[src/rtl/control_pkg.sv]
// -----------------------------------------------------------------------------
// control_pkg
// Shared definitions for the multicycle processor control unit.
//   state_t        : FSM state encoding (FETCH=0 ... HALT=11), also exported
//                    on the debug state port
//   OP_*           : opcode values of the instruction set
//   SRCA_* / SRCB_*: ALU operand select encodings
//   ALU_*          : ALU operation encodings
//   decodeTarget() : state reached from DECODE for a given opcode
//   aluOpFor()     : ALU operation for an R-type opcode
// -----------------------------------------------------------------------------
package control_pkg;

   typedef enum logic [3:0] {
      FETCH     = 4'd0,
      DECODE    = 4'd1,
      EXEC_R    = 4'd2,
      EXEC_I    = 4'd3,
      MEM_ADDR  = 4'd4,
      MEM_READ  = 4'd5,
      MEM_WB    = 4'd6,
      MEM_WRITE = 4'd7,
      REG_WB    = 4'd8,
      BRANCH    = 4'd9,
      JUMP      = 4'd10,
      HALT      = 4'd11
   } state_t;

   localparam int unsigned OP_ADD  = 32'd0;
   localparam int unsigned OP_SUB  = 32'd1;
   localparam int unsigned OP_AND  = 32'd2;
   localparam int unsigned OP_OR   = 32'd3;
   localparam int unsigned OP_ADDI = 32'd4;
   localparam int unsigned OP_LW   = 32'd5;
   localparam int unsigned OP_SW   = 32'd6;
   localparam int unsigned OP_BEQ  = 32'd7;
   localparam int unsigned OP_BLT  = 32'd8;
   localparam int unsigned OP_JMP  = 32'd9;
   localparam int unsigned OP_HALT = 32'd15;

   localparam logic [1:0] SRCA_PC  = 2'd0;
   localparam logic [1:0] SRCA_TWO = 2'd1;
   localparam logic [1:0] SRCA_REG = 2'd2;

   localparam logic [1:0] SRCB_REG = 2'd0;
   localparam logic [1:0] SRCB_TWO = 2'd1;
   localparam logic [1:0] SRCB_IMM = 2'd2;

   localparam logic [2:0] ALU_ADD = 3'd0;
   localparam logic [2:0] ALU_SUB = 3'd1;
   localparam logic [2:0] ALU_AND = 3'd2;
   localparam logic [2:0] ALU_OR  = 3'd3;

   // Opcode dispatch out of DECODE; anything unrecognised ends in HALT
   function automatic state_t decodeTarget(input logic [31:0] op);
      case (op)
         OP_ADD, OP_SUB, OP_AND, OP_OR: decodeTarget = EXEC_R;
         OP_ADDI:                       decodeTarget = EXEC_I;
         OP_LW, OP_SW:                  decodeTarget = MEM_ADDR;
         OP_BEQ, OP_BLT:                decodeTarget = BRANCH;
         OP_JMP:                        decodeTarget = JUMP;
         default:                       decodeTarget = HALT;
      endcase
   endfunction

   function automatic logic [2:0] aluOpFor(input logic [31:0] op);
      case (op)
         OP_SUB:  aluOpFor = ALU_SUB;
         OP_AND:  aluOpFor = ALU_AND;
         OP_OR:   aluOpFor = ALU_OR;
         default: aluOpFor = ALU_ADD;
      endcase
   endfunction

endpackage

[src/rtl/control_decode.sv]
// -----------------------------------------------------------------------------
// control_decode
// Combinational decode of the current FSM state into datapath selects and
// strobes.
//   state_i, opcode_i             : current state and instruction opcode
//   zero_i, negative_i            : ALU flags, used for the branch decision
//   memReady_i                    : memory handshake, qualifies fetch writes
//   illegalFlag_i                 : HALT was reached through a bad opcode
//   active_i                      : low while reset is asserted
//   aluSrcA_o .. pcSrc_o          : datapath selects
//   pcWrite_o .. illegal_o        : strobes
// -----------------------------------------------------------------------------
module control_decode
   import control_pkg::*;
#(
   parameter int OPW = 4
)
(
   input  state_t         state_i,
   input  logic [OPW-1:0] opcode_i,
   input  logic           zero_i,
   input  logic           negative_i,
   input  logic           memReady_i,
   input  logic           illegalFlag_i,
   input  logic           active_i,
   output logic [1:0]     aluSrcA_o,
   output logic [1:0]     aluSrcB_o,
   output logic [2:0]     aluOp_o,
   output logic           pcSrc_o,
   output logic           pcWrite_o,
   output logic           irWrite_o,
   output logic           memRead_o,
   output logic           memWrite_o,
   output logic           regWrite_o,
   output logic           memtoReg_o,
   output logic           illegal_o
);

   logic [31:0] opVal;

   assign opVal = 32'(opcode_i);

   // Everything defaults to idle so each state only names what it drives.
   // The write strobes are additionally forced low while reset is held so
   // nothing can be written between reset assertion and the first fetch
   // (FETCH would otherwise follow mem_ready straight into PC/IR writes).
   always_comb begin
      aluSrcA_o  = SRCA_PC;
      aluSrcB_o  = SRCB_REG;
      aluOp_o    = ALU_ADD;
      pcSrc_o    = 1'b0;
      pcWrite_o  = 1'b0;
      irWrite_o  = 1'b0;
      memRead_o  = 1'b0;
      memWrite_o = 1'b0;
      regWrite_o = 1'b0;
      memtoReg_o = 1'b0;
      illegal_o  = 1'b0;
      case (state_i)
         FETCH: begin
            memRead_o = 1'b1;
            aluSrcB_o = SRCB_TWO;
            irWrite_o = memReady_i;
            pcWrite_o = memReady_i;
         end
         DECODE: begin
            aluSrcB_o = SRCB_IMM;
         end
         EXEC_R: begin
            aluSrcA_o = SRCA_REG;
            aluSrcB_o = SRCB_REG;
            aluOp_o   = aluOpFor(opVal);
         end
         EXEC_I, MEM_ADDR: begin
            aluSrcA_o = SRCA_REG;
            aluSrcB_o = SRCB_IMM;
         end
         MEM_READ: begin
            memRead_o = 1'b1;
         end
         MEM_WRITE: begin
            memWrite_o = 1'b1;
         end
         MEM_WB: begin
            regWrite_o = 1'b1;
            memtoReg_o = 1'b1;
         end
         REG_WB: begin
            regWrite_o = 1'b1;
         end
         BRANCH: begin
            aluSrcA_o = SRCA_REG;
            aluSrcB_o = SRCB_REG;
            aluOp_o   = ALU_SUB;
            pcSrc_o   = 1'b1;
            pcWrite_o = (opVal == OP_BLT) ? negative_i : zero_i;
         end
         JUMP: begin
            pcSrc_o   = 1'b1;
            pcWrite_o = 1'b1;
         end
         HALT: begin
            illegal_o = illegalFlag_i;
         end
         default: begin
         end
      endcase
      if (!active_i) begin
         pcWrite_o  = 1'b0;
         irWrite_o  = 1'b0;
         memWrite_o = 1'b0;
         regWrite_o = 1'b0;
      end
   end

endmodule

[src/rtl/multicycle_control.sv]
// -----------------------------------------------------------------------------
// multicycle_control
// Control FSM of a multicycle processor: holds the state register, the
// retired-instruction counter and the illegal-opcode flag; output decode
// lives in control_decode.
//   clk, reset_n                     : clock, async active-low reset
//   input_opcode                     : opcode field of the instruction register
//   input_Zero, input_negative       : ALU flags
//   input_mem_ready                  : memory handshake
//   output_ALUSrcA .. output_PCSrc   : datapath selects
//   output_PCWrite .. output_illegal : strobes
//   output_state, output_instret     : debug state and retired count
// -----------------------------------------------------------------------------
module multicycle_control
   import control_pkg::*;
#(
   parameter int OPW  = 4,
   parameter int CNTW = 16
)
(
   input  logic            clk,
   input  logic            reset_n,
   input  logic [OPW-1:0]  input_opcode,
   input  logic            input_Zero,
   input  logic            input_negative,
   input  logic            input_mem_ready,
   output logic [1:0]      output_ALUSrcA,
   output logic [1:0]      output_ALUSrcB,
   output logic [2:0]      output_ALUOp,
   output logic            output_PCSrc,
   output logic            output_PCWrite,
   output logic            output_IRWrite,
   output logic            output_MemRead,
   output logic            output_MemWrite,
   output logic            output_RegWrite,
   output logic            output_MemtoReg,
   output logic            output_illegal,
   output logic [3:0]      output_state,
   output logic [CNTW-1:0] output_instret
);

   state_t          state_q;
   state_t          state_d;
   logic [CNTW-1:0] instret_q;
   logic            illegal_q;
   logic [31:0]     opVal;

   assign opVal = 32'(input_opcode);

   // Next-state selection. Memory states wait on mem_ready, every completed
   // instruction returns to FETCH, and HALT is only left through reset.
   always_comb begin
      state_d = state_q;
      case (state_q)
         FETCH:             if (input_mem_ready) state_d = DECODE;
         DECODE:            state_d = decodeTarget(opVal);
         EXEC_R, EXEC_I:    state_d = REG_WB;
         MEM_ADDR:          state_d = (opVal == OP_SW) ? MEM_WRITE : MEM_READ;
         MEM_READ:          if (input_mem_ready) state_d = MEM_WB;
         MEM_WRITE:         if (input_mem_ready) state_d = FETCH;
         REG_WB, MEM_WB,
         BRANCH, JUMP:      state_d = FETCH;
         HALT:              state_d = HALT;
         default:           state_d = FETCH;
      endcase
   end

   // State register plus the bookkeeping tied to its transitions: an
   // instruction retires whenever we come back into FETCH from elsewhere,
   // and the illegal flag remembers a HALT caused by an unknown opcode.
   always_ff @(posedge clk or negedge reset_n) begin
      if (!reset_n) begin
         state_q   <= FETCH;
         instret_q <= '0;
         illegal_q <= 1'b0;
      end else begin
         state_q <= state_d;
         if (state_q != FETCH && state_d == FETCH) begin
            instret_q <= instret_q + CNTW'(1);
         end
         if (state_q == DECODE && state_d == HALT && opVal != OP_HALT) begin
            illegal_q <= 1'b1;
         end
      end
   end

   assign output_state   = state_q;
   assign output_instret = instret_q;

   control_decode #(
      .OPW (OPW)
   ) uDecode (
      .state_i       (state_q),
      .opcode_i      (input_opcode),
      .zero_i        (input_Zero),
      .negative_i    (input_negative),
      .memReady_i    (input_mem_ready),
      .illegalFlag_i (illegal_q),
      .active_i      (reset_n),
      .aluSrcA_o     (output_ALUSrcA),
      .aluSrcB_o     (output_ALUSrcB),
      .aluOp_o       (output_ALUOp),
      .pcSrc_o       (output_PCSrc),
      .pcWrite_o     (output_PCWrite),
      .irWrite_o     (output_IRWrite),
      .memRead_o     (output_MemRead),
      .memWrite_o    (output_MemWrite),
      .regWrite_o    (output_RegWrite),
      .memtoReg_o    (output_MemtoReg),
      .illegal_o     (output_illegal)
   );

endmodule

[config.mk]
export PLATFORM = sky130hd
export DESIGN_NAME = multicycle_control
export DESIGN_NICKNAME = d
export VERILOG_FILES = /design/src/rtl/control_pkg.sv /design/src/rtl/control_decode.sv /design/src/rtl/multicycle_control.sv
export SDC_FILE = /design/constraint.sdc
export NUM_CORES = 1
export LEC_CHECK = 0
export CAP_MARGIN = 20
export CORE_MARGIN = 3
export CORE_UTILIZATION = 42
export CTS_CLUSTER_SIZE = 25
export DETAILED_ROUTE_END_ITERATION = 10
export PLACE_DENSITY = 0.75
export SLEW_MARGIN = 20
export SYNTH_ARGS = -nofsm -noshare
export SYNTH_HDL_FRONTEND = slang
export SYNTH_SLANG_ARGS = --single-unit
[constraint.sdc]
create_clock -name clk -period 1.7 [get_ports clk]
set_input_delay 0.255 -clock clk [delete_from_list [all_inputs] [get_ports clk]]
set_output_delay 0.255 -clock clk [all_outputs]
set_load 0.005 [all_outputs]
==> summary.md <==
| Metric | Value |
|---|---|
| Total wire length | `about 5800 microns` |
| Die H | `65.4 microns` |
| Mapped cell area | `1480 sq um` |
| Die width | `65.4 microns` |
| Setup Viol. Count Final | `30` |
| Hold buffers post-CTS | `0` |
| Min setup slack post-route | `-0.439 ns` |
| Pwr Density | `about 1500 nW/um^2` |
| Initial antenna violation count | `0` |
| Final hold vios | `0` |
| Nature of the critical path startpoint | `register` |
| Area leader, netlist | `dfrtp_1` |
| Maximum vdd drop | `about 0.00082 V` |
| Critical path class | `reg2reg` |
| Busiest grt layer | `met2` |
| Top cell type's share of synthesized area | `35.5%` |
| Distinct cell type count of the synthesized netlist | `45` |
| Hold_sp | `output_instret[11]$_DFFE_PN0P_` |
| Starting DRT DRC Count | `92` |
| Max Slew Vio Count | `0` |
| Gr usage total | `24.5%` |
| GRT overflow | `0` |
| Skew final | `approximately 0.0018 ns` |
| Max Fclk | `between 400 and 500 MHz` |
| CTS Sinks | `21` |
| R2R Path End | `output_instret[9]$_DFFE_PN0P_` |
| Die Area | `4280 sq um` |
| Post-synthesis register bit count | `21` |
| Final min period | `2.14 ns` |
| Reg2reg start | `output_state[1]$_DFF_PN0_` |
| Nets | `278` |
| Final std cells w/o fill | `305` |
| Drt wl/cell | `approximately 19 microns` |
| Worst Hold Endpoint | `output_instret[11]$_DFFE_PN0P_` |
| P&R area growth vs syn | `85.5%` |
| CTS clk-pin slew, worst paths | `around 0.12 ns` |
| Cell Rows | `20` |
| WP data arrival | `2.38 ns` |
| Max-cap viol count | `0` |
| Flip-flop and latch area | `about 530 sq um` |
| Synth area leaders | `dfrtp_1 (35%), xor2_1 (6.5%), ha_1 (5.9%)` |
| Crit-path max FO | `10` |
| CTS H-Tree Depth | `1` |
| Post-synthesis cell count | `161` |
| Status | `finished with violations` |
| Synth Flop Type | `dfrtp_1` |
| Number of remaining DRC errors | `0` |
| CTS tree | `yes` |
| Mean area per synthesized cell | `about 9 sq um` |
| Num ports | `44` |
| Post-route ant nets | `0` |
| Met3 Usage GRT | `3.76%` |
| GR Layer Usage met1 | `about a third` |
| Clock Tree Buf Depth | `2` |
| Clk Latency, worst-skew pair | `0.30 ns` |
| Critical path required time | `between 1.5 and 2 ns` |
| WHS | `0.488 ns` |
| RSZ-0062 raised after global routing | `yes` |
| WHS Path Cells | `1` |
| Seq/Total Area, Yosys | `35.5%` |
| Hold crit path type | `reg2reg` |
| Pre-Repair DR Iteration Count | `4` |
| Via count | `1677` |
| GR Layer Usage met2 | `43.5%` |
| Multi-input logic area | `1150 sq um` |
| Final cycle utilization of the critical path | `126%` |
| Layout cell share with drive strength beyond 1 | `between 50% and 60%` |
| Core area | `3200 sq um` |
| Post-synth EDFFs | `0` |
| Cells on worst reg2reg path | `10` |
| DP Cell Count | `roughly 270` |
| FILL cells | `169` |
| Failing checks | `setup timing` |
| First-pass GRT wire length | `8240 microns` |
| Diode count | `0` |
| GPL Wtd Cong | `0.958` |
| Vias in the first global route | `about 1600` |
| Port Buffers | `41` |
| Critical path capture point type | `register` |
| Post-synth ARST share | `100%` |
| Largest net degree at the start of global routing | `22` |
| Cell at the root of the clock tree | `clkbuf_4` |
| HPWL Detailed | `2940 microns` |
| YS warnings | `0` |
| Leakage | `1.36 nW` |
| Vias per cell | `5.50` |
| CTS Buf Count | `3` |
| Initial Util | `46.3%` |
| R2r setup slk | `-0.44 ns` |
[kinds of logic (layout without fill, tap and decap cells)]
| group | Yosys count | in the layout | share of synthesized area (%) |
|---|---|---|---|
| multiplexers | 4 | 4 | 3.12 |
| flip-flops | 21 | 21 | 35.5 |
| buffers and inverters | 19 | 118 | 6.42 |
| AND/OR/NAND/NOR | 76 | 76 | 31.6 |
| other | 1 | 2 | 0.253 |
| adder cells (fa/ha/maj) | 7 | 7 | 5.91 |
| AO/OA/AOI/OAI | 17 | 17 | 7.77 |
| XOR/XNOR | 16 | 16 | 9.46 |
[cells in the final DEF (no fill, tap or decap), types with 4 or more instances in the layout]
master / n
ha_1: 5
inv_1: 6
and3_1: 4
buf_2: 13
nor2_1: 6
xnor2_1: 4
buf_6: 19
clkdlybuf4s50_1: 22
a21oi_1: 5
nand2_1: 7
nor2b_1: 4
nor3_2: 5
dfrtp_1: 20
nand3_1: 4
buf_4: 41
nor2_4: 6
xor2_1: 11
[report_power, final]
part | switching, W | total [W] | internal [W]
Sequential | 0.000136 | 0.000746 | 0.000610
Combinational | 0.00139 | 0.00310 | 0.00172
Clock | 0.000158 | 0.000250 | 0.0000915
[routing by layer]
metal	up-vias	part of all wire, %	routed length, microns
li1	752	-	-
met5	-	0	0
met2	69	52	3020
met1	838	41	2370
met3	18	4.3	248
met4	0	2.8	164
[worst max path at each step]
stage	from	to	slack, ns	depth (start not counted)
floorplan	output_state[0]$_DFF_PN0_	output_instret[1]$_DFFE_PN0P_	-0.16	7
global placement	input_opcode[1]	output_instret[9]$_DFFE_PN0P_	-0.85	10
detailed placement	input_opcode[1]	output_instret[9]$_DFFE_PN0P_	-0.90	10
CTS	output_state[0]$_DFF_PN0_	output_instret[9]$_DFFE_PN0P_	-0.32	9
global route	output_state[1]$_DFF_PN0_	output_instret[15]$_DFFE_PN0P_	-0.57	9
finish	output_state[1]$_DFF_PN0_	output_instret[9]$_DFFE_PN0P_	-0.44	10
[final cells by class]
| class | instances | area share, % |
|---|---|---|
| clock buffer | 4 | 0.956 |
| inverter | 10 | 2.00 |
| multi-input combinational | 122 | 41.8 |
| sequential | 21 | 19.2 |
| tap | 44 | 2.00 |
| timing repair buffer | 104 | 34.1 |
[state kept, by name (all words and copies together), names as in the netlist]
name	flops
illegal_q	1
output_instret	16
output_state	4
[cells in the mapped netlist (all sizes together), types with 2 or more instances]
| cell type | instances |
|---|---|
| mux2 | 2 |
| nor3 | 11 |
| dfrtp | 21 |
| nor4bb | 2 |
| mux2i | 2 |
| inv | 10 |
| nand2b | 4 |
| and3 | 4 |
| a21oi | 7 |
| nor4 | 2 |
| and3b | 3 |
| a221oi | 2 |
| nand4 | 3 |
| nand3 | 5 |
| nor2b | 5 |
| xor2 | 11 |
| ha | 7 |
| buf | 8 |
| nand2 | 11 |
| o21ai | 2 |
| nor2 | 15 |
| or2 | 3 |
| xnor2 | 5 |
| nand3b | 3 |
[worst max-delay path, cell delays in order (launching register included)]
cell and delay (ns):
dfrtp_2 0.43, buf_6 0.12, buf_6 0.11, and3b_1 0.21
o31ai_4 0.29, nand3_2 0.13, nand4b_4 0.21, buf_12 0.18
buf_4 0.14, nor3_4 0.12, xnor2_1 0.13
[what timing repair did]
| action | in CTS | in global routing |
|---|---|---|
| gates resized for setup | 92 | 66 |
| setup endpoints to repair | 30 | 35 |
| gates cloned | 1 | 0 |
| setup buffers | 19 | 14 |
| pin swaps | 21 | 16 |
[through the flow]
step	instance area (sq um)	setup slack, ns	setup TNS (ns)	total power (W)	util [%]
6_report	2750	-0.439	-9.04	0.00410	85.8
5_1_grt	2750	-0.565	-11.86	0.00431	85.8
4_1_cts	2500	-0.323	-6.06	0.00343	78.0
3_5_place_dp	2160	-0.898	-17.42	0.00254	67.4
3_3_place_gp	2160	-0.850	-16.19	0.00250	67.4
2_1_floorplan	1530	-0.160	-1.01	0.00170	-
No activity file was read; power rests on OpenSTA's default activity.
